$ cat src/rtl/lint_stim_gen.sv
// Burst stimulus generator for the lint lab datapath lanes.
// Emits len 9-bit vectors (incrementing or LFSR) under a valid/stall handshake.
module lint_stim_gen #(
  parameter logic [8:0] SEED = 9'h1A5
) (
  input  logic       clk,
  input  logic       reset,
  input  logic       start,
  input  logic       mode,
  input  logic [7:0] len,
  input  logic       stall,
  output logic [1:0] data_out1,
  output logic [2:0] data_out2,
  output logic [3:0] data_out3,
  output logic       check_out,
  output logic       vld,
  output logic       busy,
  output logic       done,
  output logic [7:0] vec_cnt
);

  typedef enum logic [1:0] {
    IDLE = 2'd0,
    RUN  = 2'd1,
    DONE = 2'd2
  } state_t;

  // An all-zero seed would lock the LFSR at zero.
  localparam logic [8:0] SEED_EFF = (SEED == 9'd0) ? 9'd1 : SEED;

  state_t     state;
  state_t     state_n;
  logic [8:0] w;
  logic [8:0] w_n;
  logic [8:0] w_adv;
  logic       mode_q;
  logic       mode_n;
  logic [7:0] len_q;
  logic [7:0] len_n;
  logic [7:0] cnt_n;
  logic [7:0] cnt_inc;
  logic       vld_n;
  logic       done_n;

  assign cnt_inc = vec_cnt + 8'd1;
  assign w_adv   = mode_q ? {w[7:0], w[8] ^ w[4]}
                          : w + 9'd1;

  always_comb begin
    state_n = state;
    w_n     = w;
    mode_n  = mode_q;
    len_n   = len_q;
    cnt_n   = vec_cnt;
    vld_n   = 1'b0;
    done_n  = 1'b0;
    unique case (state)
      IDLE: begin
        if (start) begin
          cnt_n = 8'd0;
          if (len != 8'd0) begin
            state_n = RUN;
            mode_n  = mode;
            len_n   = len;
            w_n     = mode ? SEED_EFF : 9'd0;
            vld_n   = 1'b1;
          end else begin
            state_n = DONE;
            done_n  = 1'b1;
          end
        end
      end
      RUN: begin
        vld_n = 1'b1;
        if (!stall) begin
          cnt_n = cnt_inc;
          if (cnt_inc == len_q) begin
            state_n = DONE;
            vld_n   = 1'b0;
            done_n  = 1'b1;
          end else begin
            w_n = w_adv;
          end
        end
      end
      DONE: begin
        state_n = IDLE;
      end
      default: begin
        state_n = IDLE;
      end
    endcase
  end

  // Lanes are built from the next W so they stay aligned with it.
  always_ff @(posedge clk or negedge reset) begin
    if (!reset) begin
      state     <= IDLE;
      w         <= 9'd0;
      mode_q    <= 1'b0;
      len_q     <= 8'd0;
      vec_cnt   <= 8'd0;
      vld       <= 1'b0;
      done      <= 1'b0;
      busy      <= 1'b0;
      data_out1 <= 2'd0;
      data_out2 <= 3'd0;
      data_out3 <= 4'd0;
      check_out <= 1'b0;
    end else begin
      state     <= state_n;
      w         <= w_n;
      mode_q    <= mode_n;
      len_q     <= len_n;
      vec_cnt   <= cnt_n;
      vld       <= vld_n;
      done      <= done_n;
      busy      <= (state_n != IDLE);
      data_out1 <= vld_n ? w_n[1:0] : 2'd0;
      data_out2 <= vld_n ? w_n[4:2] : 3'd0;
      data_out3 <= vld_n ? w_n[8:5] : 4'd0;
      check_out <= vld_n & (^w_n);
    end
  end

endmodule

$ cat config.mk
export PLATFORM = sky130hd
export DESIGN_NAME = lint_stim_gen
export DESIGN_NICKNAME = d
export VERILOG_FILES = /design/src/rtl/lint_stim_gen.sv
export SDC_FILE = /design/constraint.sdc
export NUM_CORES = 1
export LEC_CHECK = 0
export ABC_AREA = 1
export BUFFER_PORTS_ARGS = -buffer_cell sky130_fd_sc_hd__buf_2
export CAP_MARGIN = 30
export CORE_AREA = 2 2 82 84
export CTS_CLUSTER_SIZE = 8
export DETAILED_ROUTE_END_ITERATION = 7
export DIE_AREA = 0 0 84 86
export GPL_ROUTABILITY_DRIVEN = 0
export SLEW_MARGIN = 20
export SYNTH_ARGS = -nofsm -noshare
export SYNTH_HDL_FRONTEND = slang
export SYNTH_SLANG_ARGS = --single-unit
export TNS_END_PERCENT = 5
$ cat constraint.sdc
create_clock -name clk -period 3.8 [get_ports clk]
set_clock_uncertainty 0.2 [all_clocks]
set_input_delay 0.95 -clock clk [delete_from_list [all_inputs] [get_ports clk]]
set_output_delay 0.95 -clock clk [all_outputs]
set_load 0.01 [all_outputs]
# Word level (Yosys, flattened, before mapping)
# Cells that the tools add are included.
# classes
addsub	2
multipliers	0
n_div	0
order_cmp	0
n_eq_ne	4
n_shift	0
muxes	28
n_bitwise	2
reduce_logical	7
# op_table
cell	n
$mux W9	6
$pmux W9 S2	1
$mux W8	2
$pmux W8 S2	1
$mux W2	5
$add A9 B1 Y9 const B	1
$reduce_xor A9 Y1	1
$add A8 B1 Y8 const B	1
$eq A8 B8 Y1	1
$mux W1	8
$reduce_bool A8 Y1	1
$reduce_and A3 Y1	2
$mux W4	1
$ne A2 B2 Y1 const B	2
$pmux W1 S2	2
$pmux W2 S2	1
$reduce_bool A2 Y1	2
$mux W3	1
$eq A2 B1 Y1 const B	1
$logic_not A2 Y1	1
$and A1 B1 Y1	1
$xor A1 B1 Y1	1
# totals
reg_bits	41
latchBits	0
ramBits	0
romBits	0
in_bits	13
output_inout_bits	21
elab_cells	55
n_memories	0

# Depth between registers and ports, before layout
# depth
ltp_word	7
depth_mapped	23
depth_no_buf	22

# Least setup slack after synthesis
# OpenSTA, ideal clock, no wires.
# synth_timing
kind	in2reg
startpoint	input port start
endpoint	register check_out
setup_time_ns	0.073
arrival_ns	2.485
required_time_ns	3.527
setup_slack_ns	1.041
cell_stages	18
n_path_buf	0
cell_sequence	inv_1 nor2_1 inv_1 nor2_1 nand2_1 o21ai_0 nor2_1 nand2_1 nand2_1 nand2_1 inv_1 nand2_1 nand2_1 inv_2 nand2_1 nand2_1 nand3_1 a21oi_2
# synth_via
elab_chain_cells	4
# synth_rtl
element	line_no	text
start: declaration	8	input logic start,
$mux W9	59	if (start) begin
$pmux W9 S2	57	unique case (state)
via w_n[0]	34	logic [8:0] w_n;
$reduce_xor A9 Y1	122	check_out <= vld_n & (^w_n);
$and A1 B1 Y1	122	
end signal: assignment	122	
end: declaration	15	output logic check_out,
# The timed path passes the listed nets, and every way through them passes these cells.
# A chain may end at the register's enable or synchronous reset.

# Worst setup path after layout
# layout_timing
startpoint	register vec_cnt[0]
endpoint	register check_out
# layout_via
elab_chain_cells	7
# layout_rtl
element	line_no	text
start: declaration	19	output logic [7:0] vec_cnt
start signal: assignment	115	vec_cnt <= cnt_n;
$add A8 B1 Y8	45	assign cnt_inc = vec_cnt + 8'd1;
$eq A8 B8 Y1	77	if (cnt_inc == len_q) begin
$mux W9	77	
$mux W9	75	if (!stall) begin
$pmux W9 S2	57	
via w_n[6]	34	
$reduce_xor A9 Y1	122	
$and A1 B1 Y1	122	
# The timed path passes the listed nets, and every way through them passes these cells.

==> out/metrics.yaml <==
wire_per_inst_um: 12.4
gr-total-overflow: 0
viasPerCell: 4.91
p_sw_share_pct: 45.7
initial_core_util_pct: 39.5
cts_root_buf: "clkbuf_8"
timing.critical_path.mode_cell: "nand2_1"
path_cells: "ha_1, nand2_2, nor2_2, nand3_1, nand3_1, nand2_1, nor2_2, nand3_4, nand2_4, nand2_1, nand2_1, nand2_1, inv_1, nand2_1, nand2_2, inv_2, nand2_1, nand3_1, nand2_1, nand2_1, a21oi_2"
fin_crit_ns: 2.95
critPathArrivalTime_ns: 2.98
yosysUniqueCellTypes: 31
dieArea_um2: 7220
comb_power_share_pct: 53.0
diodes: 0
placement.io_buffers: 33
fin_setup_tns_ns: 0
finalHoldViolCount: 0
clk_path_buf_depth: 2
htree_levels: 2
cpPeakStageDelay_ns: 0.47
num_io_pins: 34
slowest_stage: "dfrtp_1"
crit_path_start_kind: "register"
reg2reg_to: "check_out$_DFF_PN0_"
ys.warnings.count: 0
grt_pass1_wl_mm: 9.95
seqPwrFrac_pct: 32.0
drv_cap: 0
slew_headroom_pct: 55.5
status: "completed"
hold_ws_ns: 0.332
grt_max_degree: 42
total_power_mw: 2.48
min_path_cells: 2
nets: 393
crit_type: "register to register"
utilization_pct: 45.8
cts_tree: "built"
finalMaxSlewViolations: 0
path_clk_slew_ns: 0.09
antenna_found_initial: 0
cts_hold_buffers: 0
syn_area_um2: 2480
hold_path.class: "register to register"
power_density_nw_per_um2: 863
yosysSeqAreaShare_pct: 41.3
setup_viol: 0
synth.net_count: 354
dieWidth_um: 84
vias: 2241
syn_avg_cell_area_um2: 7.32
power.leakage_nw: 1.49
power_switching_mw: 1.13
hold_end: "busy$_DFF_PN0_"
intPower_mw: 1.35
ys_seq_elements: 41
cp_data_required_time_ns: 3.83
synth_top_cell_by_area: "dfrtp_1"
synth_top_area_share_pct: 41.3
dp_hpwl_mm: 4.24
rows: 29
fmax_mhz: 339
crit_fanout: 11
drive_gt1_share_pct: 22.2
grt_pass1_vias: 2216
insertion_delay_ns: 0.30
holdCritStartpoint: "state[0]$_DFF_PN0_"
post_cts_buffers: 0
routed_wl_mm: 5.68
synthToLayoutAreaGrowth_pct: 15.7
tightest_slew_ns: 0.661
r2r_cells: 21
r2r_slack_ns: 0.85
postRouteAntennaNets: 0
endpoint_kind: "register"
worstReg2RegStart: "vec_cnt[0]$_DFFE_PN0P_"
track_usage_pct: 17.0
rsz0062_at_grt: "false"
fp.dieH_um: 86
drt-initial-drc-count: 123
core_area_um2: 6280
cts-resized-gates: 0
drcViolationCount: 0
synthTopCellsByArea: "dfrtp_1 41%, nand2_1 13%, inv_1 7.3%"
dp.cells: 447
cts_made_buffers: 5
stdcell_count: 456
vdd_ir_drop_max_mv: 0.378
power_frac_clock_pct: 15.0
drtPass1Iterations: 4
synth_cells: 339
post-route-period-util_pct: 77.5
clock_sinks: 41
worst max-delay path, delay by kind of cell, from the launching register on:
family                   cells  cell delay [ns]
flip-flops                   1             0.47
adder cells (fa/ha/maj)      1             0.32
buffers and inverters        2             0.12
AND/OR/NAND/NOR             17             1.67
AO/OA/AOI/OAI                1             0.10
layer usage:
metal / vias up / wire [um] / global-route usage [%]
li1: 1153 / - / -
met5: - / 0 / 0
met4: 0 / 48 / 3.96
met3: 7 / 202 / 3.66
met1: 1037 / 2690 / 21.5
met2: 44 / 2740 / 29.9
metrics by stage:
| step | setup slack, ns | cell area, um2 |
|---|---|---|
| 2_1_floorplan | 1.04 | 2480 |
| 3_3_place_gp | 0.669 | 2740 |
| 3_5_place_dp | 0.638 | 2740 |
| 4_1_cts | 0.825 | 2850 |
| 5_1_grt | 0.548 | 2870 |
| 6_report | 0.854 | 2870 |
state kept, by name, summed over array words and instances (netlist names), 2 cells and up:
| name | flops |
|---|---|
| w | 9 |
| data_out2 | 3 |
| data_out3 | 4 |
| vec_cnt | 8 |
| data_out1 | 2 |
| state | 2 |
| len_q | 8 |
cells in the final DEF (no fill, tap or decap), drive strengths merged:
| cell type | count |
|---|---|
| nand2 | 97 |
| inv | 53 |
| nand3 | 43 |
| dfrtp | 41 |
| nor2 | 38 |
| buf | 38 |
| o21ai | 31 |
| a21oi | 9 |
| clkbuf | 7 |
| nand4 | 4 |
| xor2 | 3 |
| o22ai | 3 |
| mux2 | 3 |
| ha | 2 |
| and2 | 1 |
| xnor2 | 1 |
| a22oi | 1 |
| nand3b | 1 |
| a31oi | 1 |
| a21boi | 1 |
| bufinv | 1 |
how the worst max path moves through the flow:
stage / depth (start not counted) / end / start / slack [ns]
floorplan: 18 / check_out$_DFF_PN0_ / start / 1.04
global placement: 17 / check_out$_DFF_PN0_ / len[7] / 0.67
detailed placement: 17 / check_out$_DFF_PN0_ / len[7] / 0.64
CTS: 21 / check_out$_DFF_PN0_ / vec_cnt[0]$_DFFE_PN0P_ / 0.83
global route: 21 / check_out$_DFF_PN0_ / vec_cnt[0]$_DFFE_PN0P_ / 0.55
finish: 21 / check_out$_DFF_PN0_ / vec_cnt[0]$_DFFE_PN0P_ / 0.85
final cells by class:
cell class / instances / area (um2)
Clock buffer: 7 / 86.3
Clock inverter: 1 / 30.0
Fill cell: 647 / 3400
Inverter: 53 / 199
Multi-Input combinational cell: 239 / 1220
Sequential cell: 41 / 1030
Tap cell: 77 / 96.3
Timing Repair Buffer: 38 / 215
cells in the mapped netlist (all sizes together):
master / number
nand2: 97
inv: 53
nand3: 43
dfrtp: 41
nor2: 38
o21ai: 31
a21oi: 9
clkbuf: 4
nand4: 4
mux2: 3
o22ai: 3
xor2: 3
buf: 2
ha: 2
a21boi: 1
a22oi: 1
a31oi: 1
and2: 1
nand3b: 1
xnor2: 1
cell families (layout without fill, tap and decap cells):
| logic type | count (synthesis) | count (layout) | share of synthesized area, % |
|---|---|---|---|
| mux | 3 | 3 | 1.36 |
| xor+xnor | 4 | 4 | 1.41 |
| buf+inv | 59 | 99 | 9.53 |
| compound gates | 46 | 46 | 10.4 |
| simple gates | 184 | 184 | 34.9 |
| flops | 41 | 41 | 41.3 |
| fa+ha+maj | 2 | 2 | 1.01 |
power groups by stage:
| stage | Clock [mW] | Sequential [mW] | Combinational, mW |
|---|---|---|---|
| after floorplan | 0 | 0.805 | 0.986 |
| after global placement | 0 | 0.802 | 1.31 |
| after detailed placement | 0 | 0.801 | 1.33 |
| after CTS | 0.380 | 0.793 | 1.33 |
| after global routing | 0.398 | 0.825 | 1.51 |
| final | 0.372 | 0.794 | 1.31 |
Power figures use the tool's default switching activity.
